--- src/rtl/apb_master_module.sv ---
// apb_master_module
//
// Single-transfer APB master. A host command (cmd_*) is turned into one APB
// SETUP/ACCESS transfer, and the result is returned on a response channel
// (rsp_*) that is held until the host takes it. Only one transfer is ever in
// flight. Every output comes straight from a flop.
//
// Optional feature: define APB_MASTER_TIMEOUT_EN to enable the ACCESS
// wait-state timeout. TIMEOUT_CYCLES sets the limit. Without the macro, ACCESS
// waits forever for pready and rsp_timeout is tied low.
//
// Ports
//   pclk, preset_n          clock, synchronous active-low reset
//   cmd_valid/cmd_ready     host command handshake
//   cmd_write/addr/wdata    command payload
//   rsp_valid/rsp_ready     response handshake
//   rsp_rdata/err/timeout   response payload
//   psel_x, penable, pwrite, paddr, pwdata   APB request
//   pready, prdata, pslverr                  APB completion
//
// state  | meaning
// IDLE   | cmd_ready high; waiting for a host command
// SETUP  | APB setup phase (psel_x=1, penable=0), one cycle
// ACCESS | APB access phase; waiting for pready (or the timeout)
// RESP   | response presented; waiting for rsp_ready

module apb_master_module #(
  parameter int TIMEOUT_CYCLES = 16
) (
  input  logic       pclk,
  input  logic       preset_n,
  input  logic       cmd_valid,
  output logic       cmd_ready,
  input  logic       cmd_write,
  input  logic [2:0] cmd_addr,
  input  logic [7:0] cmd_wdata,
  output logic       rsp_valid,
  input  logic       rsp_ready,
  output logic [7:0] rsp_rdata,
  output logic       rsp_err,
  output logic       rsp_timeout,
  output logic       psel_x,
  output logic       penable,
  output logic       pwrite,
  output logic [2:0] paddr,
  output logic [7:0] pwdata,
  input  logic       pready,
  input  logic [7:0] prdata,
  input  logic       pslverr
);

  typedef enum logic [1:0] {
    IDLE   = 2'd0,
    SETUP  = 2'd1,
    ACCESS = 2'd2,
    RESP   = 2'd3
  } state_t;

  if (TIMEOUT_CYCLES < 1) begin : g_bad_timeout
    $error("apb_master_module: TIMEOUT_CYCLES must be at least 1");
  end

  state_t     state_q, state_d;
  logic       cmd_ready_d;
  logic       psel_d, penable_d, pwrite_d;
  logic [2:0] paddr_d;
  logic [7:0] pwdata_d;
  logic       rsp_valid_d;
  logic [7:0] rsp_rdata_d;
  logic       rsp_err_d;

`ifdef APB_MASTER_TIMEOUT_EN
  localparam int CNT_W = $clog2(TIMEOUT_CYCLES + 1);
  localparam logic [CNT_W-1:0] CNT_LAST = CNT_W'(TIMEOUT_CYCLES - 1);

  logic [CNT_W-1:0] wait_cnt_q, wait_cnt_d;
  logic             timeout_q, timeout_d;
`endif

  always_comb begin
    state_d     = state_q;
    cmd_ready_d = cmd_ready;
    psel_d      = psel_x;
    penable_d   = penable;
    pwrite_d    = pwrite;
    paddr_d     = paddr;
    pwdata_d    = pwdata;
    rsp_valid_d = rsp_valid;
    rsp_rdata_d = rsp_rdata;
    rsp_err_d   = rsp_err;
`ifdef APB_MASTER_TIMEOUT_EN
    wait_cnt_d  = wait_cnt_q;
    timeout_d   = timeout_q;
`endif

    case (state_q)
      IDLE: begin
        cmd_ready_d = 1'b1;
        psel_d      = 1'b0;
        penable_d   = 1'b0;
        // cmd_ready is registered, so the cycle right after reset release
        // (cmd_ready still 0) cannot accept a command.
        if (cmd_valid && cmd_ready) begin
          cmd_ready_d = 1'b0;
          psel_d      = 1'b1;
          pwrite_d    = cmd_write;
          paddr_d     = cmd_addr;
          pwdata_d    = cmd_wdata;
          state_d     = SETUP;
`ifdef APB_MASTER_TIMEOUT_EN
          wait_cnt_d  = '0;
`endif
        end
      end

      SETUP: begin
        penable_d = 1'b1;
        state_d   = ACCESS;
      end

      ACCESS: begin
        // pready is checked first so a completion on the limit cycle wins.
        if (pready) begin
          rsp_rdata_d = pwrite ? 8'h00 : prdata;
          rsp_err_d   = pslverr;
          rsp_valid_d = 1'b1;
          psel_d      = 1'b0;
          penable_d   = 1'b0;
          state_d     = RESP;
`ifdef APB_MASTER_TIMEOUT_EN
          timeout_d   = 1'b0;
        end else if (wait_cnt_q == CNT_LAST) begin
          // This stall cycle brings the count to TIMEOUT_CYCLES.
          rsp_rdata_d = 8'h00;
          rsp_err_d   = 1'b1;
          timeout_d   = 1'b1;
          rsp_valid_d = 1'b1;
          psel_d      = 1'b0;
          penable_d   = 1'b0;
          state_d     = RESP;
        end else begin
          wait_cnt_d  = wait_cnt_q + CNT_W'(1);
`endif
        end
      end

      RESP: begin
        if (rsp_ready) begin
          rsp_valid_d = 1'b0;
          cmd_ready_d = 1'b1;
          state_d     = IDLE;
        end
      end

      default: begin
        state_d = IDLE;
      end
    endcase
  end

  always_ff @(posedge pclk) begin
    if (!preset_n) begin
      state_q   <= IDLE;
      cmd_ready <= 1'b0;
      psel_x    <= 1'b0;
      penable   <= 1'b0;
      pwrite    <= 1'b0;
      paddr     <= 3'd0;
      pwdata    <= 8'h00;
      rsp_valid <= 1'b0;
      rsp_rdata <= 8'h00;
      rsp_err   <= 1'b0;
    end else begin
      state_q   <= state_d;
      cmd_ready <= cmd_ready_d;
      psel_x    <= psel_d;
      penable   <= penable_d;
      pwrite    <= pwrite_d;
      paddr     <= paddr_d;
      pwdata    <= pwdata_d;
      rsp_valid <= rsp_valid_d;
      rsp_rdata <= rsp_rdata_d;
      rsp_err   <= rsp_err_d;
    end
  end

`ifdef APB_MASTER_TIMEOUT_EN
  always_ff @(posedge pclk) begin
    if (!preset_n) begin
      wait_cnt_q <= '0;
      timeout_q  <= 1'b0;
    end else begin
      wait_cnt_q <= wait_cnt_d;
      timeout_q  <= timeout_d;
    end
  end

  assign rsp_timeout = timeout_q;
`else
  assign rsp_timeout = 1'b0;
`endif

endmodule

--- config.mk ---
export PLATFORM = sky130hd
export DESIGN_NAME = apb_master_module
export DESIGN_NICKNAME = d
export VERILOG_FILES = /design/src/rtl/apb_master_module.sv
export SDC_FILE = /design/constraint.sdc
export NUM_CORES = 1
export LEC_CHECK = 0
export ABC_AREA = 1
export CORE_UTILIZATION = 38
export CTS_CLUSTER_DIAMETER = 150
export CTS_CLUSTER_SIZE = 12
export DETAILED_ROUTE_END_ITERATION = 16
export PLACE_DENSITY = 0.74
export SYNTH_ARGS = -nofsm -noshare
export SYNTH_HDL_FRONTEND = slang
export SYNTH_SLANG_ARGS = --single-unit
--- constraint.sdc ---
create_clock -name pclk -period 1.1 [get_ports pclk]
set_input_delay 0.22 -clock pclk [delete_from_list [all_inputs] [get_ports pclk]]
set_output_delay 0.22 -clock pclk [all_outputs]
set_load 0.01 [all_outputs]
==> qor.txt <==
layout net count - 255
routed wl met2 - 1854 um
hold_sp - cmd_wdata[7]
final hold vios - 0
sequential share of the synthesized area - 0.4130
Pre-Repair DR Iteration Count - 4
Synth area leaders - dfxtp_1 (41%), nand3_2 (8.4%), a21oi_2 (6.7%)
CTS tree - built
max_slew headroom - 0.6539
Total Wirelength - 3468 um
largest net degree at the start of global routing - 24
# IOs - 52
EDFF count, synth - 0
Hold Path Sink - pwdata[7]
final setup vio count - 18
top sig layer - met4
reg2reg start - state_q[1]
area of the mapped netlist - 0.001309 mm2
grt ovf - 0
CP startpoint kind - register
post-synth top area cell - dfxtp_1
CP max FO - 8
Area Growth Syn to Fin - 62.62%
syn_nets - 180
H-tree levels - 1
Crit Path Category - register to register
Max Clock Freq - 872.9 MHz
Placed Area - 0.001972 mm2
Core Area - 0.003153 mm2
Final WS setup - -45.55 ps
Leak - 0.8934 nW
chip height - 60.69 um
WL met3 - 139 um
die width - 60.69 um
hold bufs inserted after CTS - 0
worst hold margin - 426.3 ps
most common cell in the netlist - dfxtp_1
Max-cap violations - 0
crit path DAT - 1420 ps
Die Area - 0.003683 mm2
antenna diode count - 0
Synth Warn # - 0
commonest cells in the synthesized netlist - dfxtp_1 (27), nand2_1 (21), a21oi_1 (14), nand2_2 (13), nand3_1 (12)
worst hold path depth - 3
status - complete, but fails checks
number of port buffers - 50
Final min period - 1146 ps
Tcrit/Tclk final - 1.041
Least-Margin Pin Slew - 518.2 ps
Overall Global Routing Usage - 0.1860
Final Core Density - 0.6750
Rows - 20
vias in the first global route - 1,144
Hold WC Path Type - input pin to register
RSZ-0062 raised after global routing - yes
setup TNS - -309.5 ps
endpoint class of the critical path - register
Root Driver - clkbuf_4
Clock Skew - 5.329 ps
Critical Path RT - 1380 ps
WL/cell - 12.99 um
Worst-Skew Late Latency - 340 ps
final instance area - 0.002128 mm2
Max VDD drop - 0.9852 mV
count of state elements after synthesis - 27
reg-to-reg setup timing slack - -50 ps
CTS sink cnt - 27
Post-Syn Instances - 149
RD Place Congestion - 0.7398
CTS Buf Count - 3
Yosys cell types - 24
ANT nets after route - 0
PwrDens - 1772 mW/mm2
Final HPWL DP - 2285 um
Post-synth ARST share - 0
Avg Cell Area, Syn - 8.784 um2
initial antenna violation count - 0
Starting Density - 0.4151
via count - 1,261
Clock transition at path regs - 150 ps
Layout Cells excl Fill - 267
top cell type's share of synthesized area - 0.4130
fraction of layout cells with a size suffix above 1 - 0.6547
Cell Count Post-Placement - 257
First DRT Iteration DRCs - 33
total power - 3.770 mW
dpl ws - -256.2 ps
Primary FF master, synth - dfxtp_1
Slew Limit Fails - 0
maximum clock insertion buffer count - 2
cell count of the worst reg-to-reg path - 5
vias per cell - 4.723
drt drc - 0
failing checks - negative setup slack
M1 WL - 1412 um
worst r2r dst - pwdata[1]
first-pass GRT wire length - 4995 um
==> power breakdown <==
group / leakage (nW) / switching (mW) / internal (mW)
Sequential: 0.232 / 0.112 / 1.18
Clock: 0.0177 / 0.308 / 0.137
Combinational: 0.643 / 1.07 / 0.964
Total: 0.893 / 1.49 / 2.28
==> layout by cell type, fill, tap and decap left out, drive strengths merged <==
cell	instances
clkbuf	3
nand2	38
clkdlybuf4s50	24
nand4	1
dfxtp	27
o21ai	3
inv	12
a31oi	1
nand3	23
dlymetal6s2s	1
clkinv	2
nor2	8
ha	5
a21oi	24
conb	1
buf	50
==> cells by family after synthesis <==
logic type | share of synthesized area
flip-flops | 0.4130
AO/OA/AOI/OAI | 0.1367
AND/OR/NAND/NOR | 0.3079
adder cells (fa/ha/maj) | 0.04780
other | 0.002865
buffers and inverters | 0.09178
==> worst max path at each step <==
| stage | depth (start not counted) | startpoint | slack [ps] | to |
|---|---|---|---|---|
| floorplan | 7 | state_q[0] | 10 | paddr[0] |
| detailed placement | 5 | pready | -260 | rsp_rdata[2] |
| CTS | 5 | state_q[1] | -30 | paddr[1] |
| global route | 6 | state_q[0] | -100 | rsp_rdata[2] |
| finish | 5 | state_q[1] | -50 | pwdata[1] |
| global placement | 5 | pready | -220 | rsp_rdata[2] |
==> repair_timing <==
| item | 4_1_cts | 5_1_grt |
|---|---|---|
| cloned | 0 | 2 |
| gates resized for setup | 143 | 22 |
| endpoints found under the setup margin | 52 | 27 |
| pin swaps | 3 | 30 |
| setup buffers | 3 | 1 |
==> sequential cells by signal, indices dropped and copies added, names as in the netlist <==
signal	count
psel_x	1
paddr	3
cmd_ready	1
rsp_err	1
state_q	2
rsp_rdata	8
rsp_valid	1
pwrite	1
penable	1
pwdata	8
==> final cells by class <==
| type | count | area, um2 |
|---|---|---|
| Clock buffer | 3 | 22.52 |
| Clock inverter | 1 | 5.005 |
| Fill cell | 289 | 1025 |
| Inverter | 12 | 70.07 |
| Multi-Input combinational cell | 104 | 800.8 |
| Sequential cell | 27 | 576.8 |
| Tap cell | 44 | 55.05 |
| Timing Repair Buffer | 75 | 589.3 |
| Timing Repair inverter | 1 | 8.758 |
==> worst max-delay path, cell delays in order (launching register included) <==
cell and delay [ps]:
dfxtp_4 410, inv_4 70, ha_4 250, buf_6 160, nand3_2 70, a21oi_2 130
==> layer usage <==
metal | track usage | vias up
li1 | - | 637
met1 | 0.2202 | 583
met2 | 0.3297 | 36
met3 | 0.03412 | 5
met4 | 0.07792 | 0
met5 | 0 | -
(Power assumes the default switching activity.)
